`config.mk`:
```
export PLATFORM = sky130hd
export DESIGN_NAME = imul_resp_accum
export DESIGN_NICKNAME = d
export VERILOG_FILES = /design/src/rtl/imul_resp_accum.sv
export SDC_FILE = /design/constraint.sdc
export NUM_CORES = 1
export LEC_CHECK = 0
export CORE_UTILIZATION = 54
export DETAILED_ROUTE_END_ITERATION = 7
export HOLD_SLACK_MARGIN = 0.05
export PLACE_DENSITY = 0.89
export SETUP_SLACK_MARGIN = 0.05
export SLEW_MARGIN = 20
export SYNTH_ARGS = -nofsm -noshare
export SYNTH_HDL_FRONTEND = slang
export SYNTH_SLANG_ARGS = --single-unit
```
`constraint.sdc`:
```
create_clock -name clk -period 3.54 [get_ports clk]
set_input_delay 0.708 -clock clk [delete_from_list [all_inputs] [get_ports clk]]
set_output_delay 0.708 -clock clk [all_outputs]
set_load 0.05 [all_outputs]
```
`src/rtl/imul_resp_accum.sv`:
```
// Sums each group of GROUP multiplier products and hands the modular sum plus an
// unsigned-overflow flag downstream through a one-entry output buffer.
module imul_resp_accum #(
   parameter int unsigned NBITS = 32,
   parameter int unsigned GROUP = 4
) (
   input  logic             clk,
   input  logic             reset,
   input  logic             in_val,
   output logic             in_rdy,
   input  logic [NBITS-1:0] in_msg,
   output logic             out_val,
   input  logic             out_rdy,
   output logic [NBITS-1:0] out_msg,
   output logic             out_ovf
);

   localparam int unsigned   CW   = (GROUP > 1) ? $clog2(GROUP) : 1;
   localparam logic [CW-1:0] LAST = CW'(GROUP - 1);

   logic [CW-1:0]    cnt_q, cnt_d;
   logic [NBITS-1:0] acc_q, acc_d;
   logic             acc_ovf_q, acc_ovf_d;
   logic             out_val_q, out_val_d;
   logic [NBITS-1:0] out_msg_q, out_msg_d;
   logic             out_ovf_q, out_ovf_d;

   logic [NBITS:0]   sum;
   logic             last;
   logic             in_go;
   logic             out_go;

   assign sum    = {1'b0, acc_q} + {1'b0, in_msg};
   assign last   = (cnt_q == LAST);
   // Only the final product needs the buffer, so only it is held off by a full one;
   // in_rdy depends on registered state alone.
   assign in_rdy = !(last && out_val_q);
   assign in_go  = in_val && in_rdy;
   assign out_go = out_val_q && out_rdy;

   always_comb begin
      // NOTE: every next-state signal gets a hold default first so no path infers a latch.
      cnt_d     = cnt_q;
      acc_d     = acc_q;
      acc_ovf_d = acc_ovf_q;
      out_val_d = out_val_q;
      out_msg_d = out_msg_q;
      out_ovf_d = out_ovf_q;

      if (out_go) begin
         out_val_d = 1'b0;
      end

      if (in_go) begin
         if (last) begin
            out_msg_d = sum[NBITS-1:0];
            out_ovf_d = acc_ovf_q | sum[NBITS];
            out_val_d = 1'b1;
            acc_d     = '0;
            acc_ovf_d = 1'b0;
            cnt_d     = '0;
         end else begin
            acc_d     = sum[NBITS-1:0];
            acc_ovf_d = acc_ovf_q | sum[NBITS];
            cnt_d     = cnt_q + CW'(1);
         end
      end
   end

   // NOTE: state registers use non-blocking assignments so all of them update together.
   always_ff @(posedge clk or posedge reset) begin
      if (reset) begin
         cnt_q     <= '0;
         acc_q     <= '0;
         acc_ovf_q <= 1'b0;
         out_val_q <= 1'b0;
         out_msg_q <= '0;
         out_ovf_q <= 1'b0;
      end else begin
         cnt_q     <= cnt_d;
         acc_q     <= acc_d;
         acc_ovf_q <= acc_ovf_d;
         out_val_q <= out_val_d;
         out_msg_q <= out_msg_d;
         out_ovf_q <= out_ovf_d;
      end
   end

   assign out_val = out_val_q;
   assign out_msg = out_msg_q;
   assign out_ovf = out_ovf_q;

endmodule
```
## Yosys cells after proc, flatten, opt, wreduce, memory -nomap -nowiden

Cells that the tools add are included.
W data, S select, Z words.

- Register bits after elaboration: 69
- Input bits: 36
- Output and inout bits: 35
- Logic and storage cells: 21

- Add/subtract/negate cells: 2
- Equal/unequal tests: 1
- Multiplexer cells: 6
- Bitwise operators: 1
- Reduce and logical (&&, ||, !) cells: 5

Operators by type and width:

| cell | number |
|---|---|
| $add A32 B32 Y33 | 1 |
| $mux W32 | 1 |
| $mux W1 | 4 |
| $logic_and A1 B1 Y1 | 3 |
| $add A2 B1 Y2 const B | 1 |
| $eq A2 B2 Y1 const B | 1 |
| $mux W2 | 1 |
| $reduce_and A2 Y1 | 1 |
| $logic_not A1 Y1 | 1 |
| $or A1 B1 Y1 | 1 |

## Depth between registers and ports, before layout

Gate-level depths: netlist (run 1).

- Word-level depth: 5
- Gate-level depth with buffers: 10
- Gate-level depth less buffers: 10

## Least setup slack after synthesis (run 1)

No wires, ideal clock.

- Path type: input port to flip-flop
- Start point: in in_msg[0]
- End point: reg acc_q[18]
- Setup time: 0.127 ns
- Arrival time: 2.837 ns
- Required time: 3.413 ns
- Setup slack: 0.577 ns
- Stages: 10
- Path buffers: 0
- Cell sequence: ha_1 -> fa_1 -> a211oi_2 -> o211ai_1 -> a41o_1 -> a221o_1 -> a21oi_2 -> o21ai_1 -> xnor2_1 -> o21ai_1

- Cells in the longest elaborated chain, start to end: 2

Ends and longest elaborated chain:

| element | line | RTL |
|---|---|---|
| start, declared | 11 | `input logic [NBITS-1:0] in_msg,` |
| $add A32 B32 Y33 | 33 | `assign sum = {1'b0, acc_q} + {1'b0, in_msg};` |
| $mux W32 | 55 | `if (last) begin` |
| end signal, assigned | 74 | `acc_q <= '0;` |
| end signal, assigned | 81 | `acc_q <= acc_d;` |
| end, declared | 22 | `logic [NBITS-1:0] acc_q, acc_d;` |

No other way between the ends.
A chain may end at the register's enable or synchronous reset.

## Worst setup path in the final report (run 1)

Ends and elaborated chain as after synthesis.

==> results.yml, run 1 <==
run_status:
  outcome: "complete, no violations"
global_route:
  grt_first_pass_wirelength_um: 16900
  met1_usage_pct: 32.5
  met3_usage_pct: 5.64
  grt_max_degree: 38
  grt_overflow: 0
  grt-busiest-layer: "met2"
  grt_pass1_vias: 3708
  grt_antenna_before_repair: 0
  grt_usage_pct: 25.4
  grt_util_met2_pct: 41.4
cts:
  tritoncts: "built"
  cts_inserted_buffers: 9
  clockBufferDepth: 2
  clk_pin_slew_ns: 0.07
  cts-htree-levels: 3
  cts_setup_buffers: 0
  clk_latency_ns: 0.35
  cts_hold_buf: 0
  cts_root_buffer: "clkbuf_8"
  clkSinkCount: 69
  cts_resized: 0
timing:
  setup_violations: 0
  max_freq_ghz: 0.305
  min_period_ns: 3.28
  clock-skew-final_ns: 0.00694
  holdWs_ns: 0.473
  hold_viol: 0
  period_share_pct: 92.5
  slew_violations: 0
  relSlewSlack_pct: 48.5
  rsz0062_at_grt: "no"
  tightest_slew_ns: 0.771
detailed_routing:
  drt_iter0_markers: 214
  wl_um: 9910
  drc_errors: 0
  num_vias: 3764
  ant_nets: 0
  via_per_inst: 5.85
  firstDrtPassIters: 4
  drt-wirelength-per-cell_um: 15.4
setup_path:
  ff2ff_path_depth: 10
  rrSetupSlack_ns: 0.68
  cp.arrival_ns: 3.49
  critPathMaxFanout: 3
  crit_required_ns: 3.76
  worstSetupEndpointType: "register"
  crit_type: "input port to register"
  cp-start-kind: "input port"
  r2r_start: "acc_q[0]"
  r2r-end: "acc_q[18]"
logic_synthesis:
  synth-seq-cells: 69
  synth_top_area_share_pct: 40.5
  synth_flop_cell: "dfrtp_1"
  synthCells: 473
  async_reset_ff_share_pct: 100
  synth_cell_types: 53
  syn_area_um2: 4260
  synth.avg_cell_area_um2: 9.01
  synthTopCellsByArea: "dfrtp_1 40%, ha_1 9.7%, nand2_1 7.0%"
  yosysSeqAreaShare_pct: 40.5
  synth_enable_flop_cells: 0
  yosys.area.top_type: "dfrtp_1"
  ys_warn_count: 0
  syn-num-nets: 543
die:
  dieArea_um2: 8260
  start_util_pct: 55.5
  fp.dieH_um: 90.9
  core_um2: 7690
  top_level_ports: 71
  rows: 32
  die_x_um: 90.9
final_layout:
  area_delta_synth_final_pct: 23.0
  drive_gt1_share_pct: 7.76
  nets: 607
  num_antenna_cells: 0
power:
  ir_drop_mv: 0.535
  intPower_mw: 2.78
  swShare_pct: 49.2
  combPwrFrac_pct: 64.0
  netSwitchingPower_mw: 2.69
  leakage_nw: 2.34
  power_mw: 5.47
  power_density_nw_per_um2: 1040
  seq_power_share_pct: 25.1
  pwr-share-clk_pct: 10.9
min_path:
  whs_endpoint: "acc_q[0]"
  worstHoldStart: "acc_q[0]"
  hp-class: "register to register"
  whs_path_depth: 2
placed_design:
  place_hpwl_um: 7240
  gp_congestion: 0.935
  portBuffers: 70
run:
  cap_violations: 0
==> synthesized netlist by cell type, types with 4 or more instances <==
master    count
nand2_1      80
nand3_1       7
ha_1         33
xnor2_1      16
nand4_1       9
mux2_2        5
xor2_1       14
o211ai_1      5
inv_1        12
nor2_1       17
and3_1        4
dfrtp_1      69
o21bai_1      5
a21o_1       13
clkbuf_1     18
o21ai_0      55
a31oi_1       4
o21ai_1      21
a21oi_1      32
nor3_1        5
==> metrics by stage <==
step                      instance area [um^2]  util, %  cells  setup WS, ns  setup TNS [ns]
final                                     5240     68.2    643         0.265               0
after detailed placement                  5060     65.9    628        -0.108          -0.177
after floorplan                           4260        -    473         0.577               0
after global routing                      5240     68.2    643         0.126               0
after global placement                    5060     65.9    628       -0.0159         -0.0159
after CTS                                 5240     68.2    643         0.252               0
==> routing by layer <==
layer	wire length [um]	vias to the layer above
met2	4710	129
met4	228	0
met5	0	-
li1	-	1806
met1	4370	1807
met3	600	22
==> sequential cells by signal, summed over array words and instances, names as in the netlist <==
| name | cells |
|---|---|
| acc_ovf_q | 1 |
| cnt_q | 2 |
| out_ovf | 1 |
| out_msg | 32 |
| out_val | 1 |
| acc_q | 32 |
==> placed cells by master, fill, tap and decap left out, types with 9 or more instances in the layout <==
cell / n
xor2_1: 14
clkdlybuf4s50_1: 70
o21ai_0: 55
clkbuf_8: 12
nand2_1: 80
xnor2_1: 16
a21oi_1: 32
ha_1: 33
inv_1: 11
a21o_1: 13
nand4_1: 9
dfrtp_1: 69
o21ai_1: 21
nor2_1: 17
==> worst max-delay path by stage <==
stage                          from         to  slack [ns]  depth (start not counted)
after floorplan           in_msg[0]  acc_q[18]        0.58                         10
after global placement    in_msg[0]  acc_q[18]       -0.02                         11
after detailed placement  in_msg[0]  acc_q[18]       -0.11                         11
after CTS                 in_msg[0]  acc_q[18]        0.25                         11
after global routing      in_msg[0]  acc_q[18]        0.13                         11
final                     in_msg[0]  acc_q[18]        0.26                         11
==> power by group through the flow <==
stage	clock network [mW]	registers (mW)	logic, mW
4_1_cts	0.607	1.37	3.48
3_5_place_dp	0	1.38	3.45
5_1_grt	0.633	1.42	3.80
2_1_floorplan	0	1.96	1.97
3_3_place_gp	0	1.36	3.34
6_report	0.595	1.37	3.50
==> worst max-delay path: stages <==
cell             delay (ns)
clkdlybuf4s50_1        0.42
ha_1                   0.23
fa_1                   0.46
a211oi_2               0.31
o211ai_1               0.16
a41o_1                 0.29
a221o_1                0.34
a21oi_2                0.18
o21ai_1                0.10
xnor2_1                0.19
o21ai_1                0.10
==> logic make-up (layout without fill, tap and decap cells) <==
kind of cell | Yosys count | after routing | synth area share [%]
AO/OA/AOI/OAI | 163 | 163 | 24.1
AND/OR/NAND/NOR | 135 | 135 | 14.1
flip-flops | 69 | 69 | 40.5
buffers and inverters | 35 | 103 | 3.20
adder cells (fa/ha/maj) | 34 | 34 | 10.2
XOR/XNOR | 30 | 30 | 6.16
multiplexers | 7 | 7 | 1.79
==> layout make-up <==
| type | instances | area, um^2 |
|---|---|---|
| Fill cell | 639 | 2440 |
| Inverter | 12 | 45.0 |
| Multi-Input combinational cell | 369 | 2410 |
| Sequential cell | 69 | 1730 |
| Tap cell | 102 | 128 |
| Timing Repair Buffer | 76 | 758 |
| Clock buffer | 14 | 173 |
| Clock inverter | 1 | 5.00 |
(Power assumes the default switching activity.)
==> run 2: changes to the inputs <==
--- a/config.mk
+++ b/config.mk
@@ -10,7 +10,7 @@
 export HOLD_SLACK_MARGIN = 0.05
 export PLACE_DENSITY = 0.89
 export SETUP_SLACK_MARGIN = 0.05
-export SLEW_MARGIN = 20
+export SLEW_MARGIN = 15
 export SYNTH_ARGS = -nofsm -noshare
 export SYNTH_HDL_FRONTEND = slang
 export SYNTH_SLANG_ARGS = --single-unit
==> results of run 2 <==
No change in the layout: final DEF, timing and power equal those of run 1.
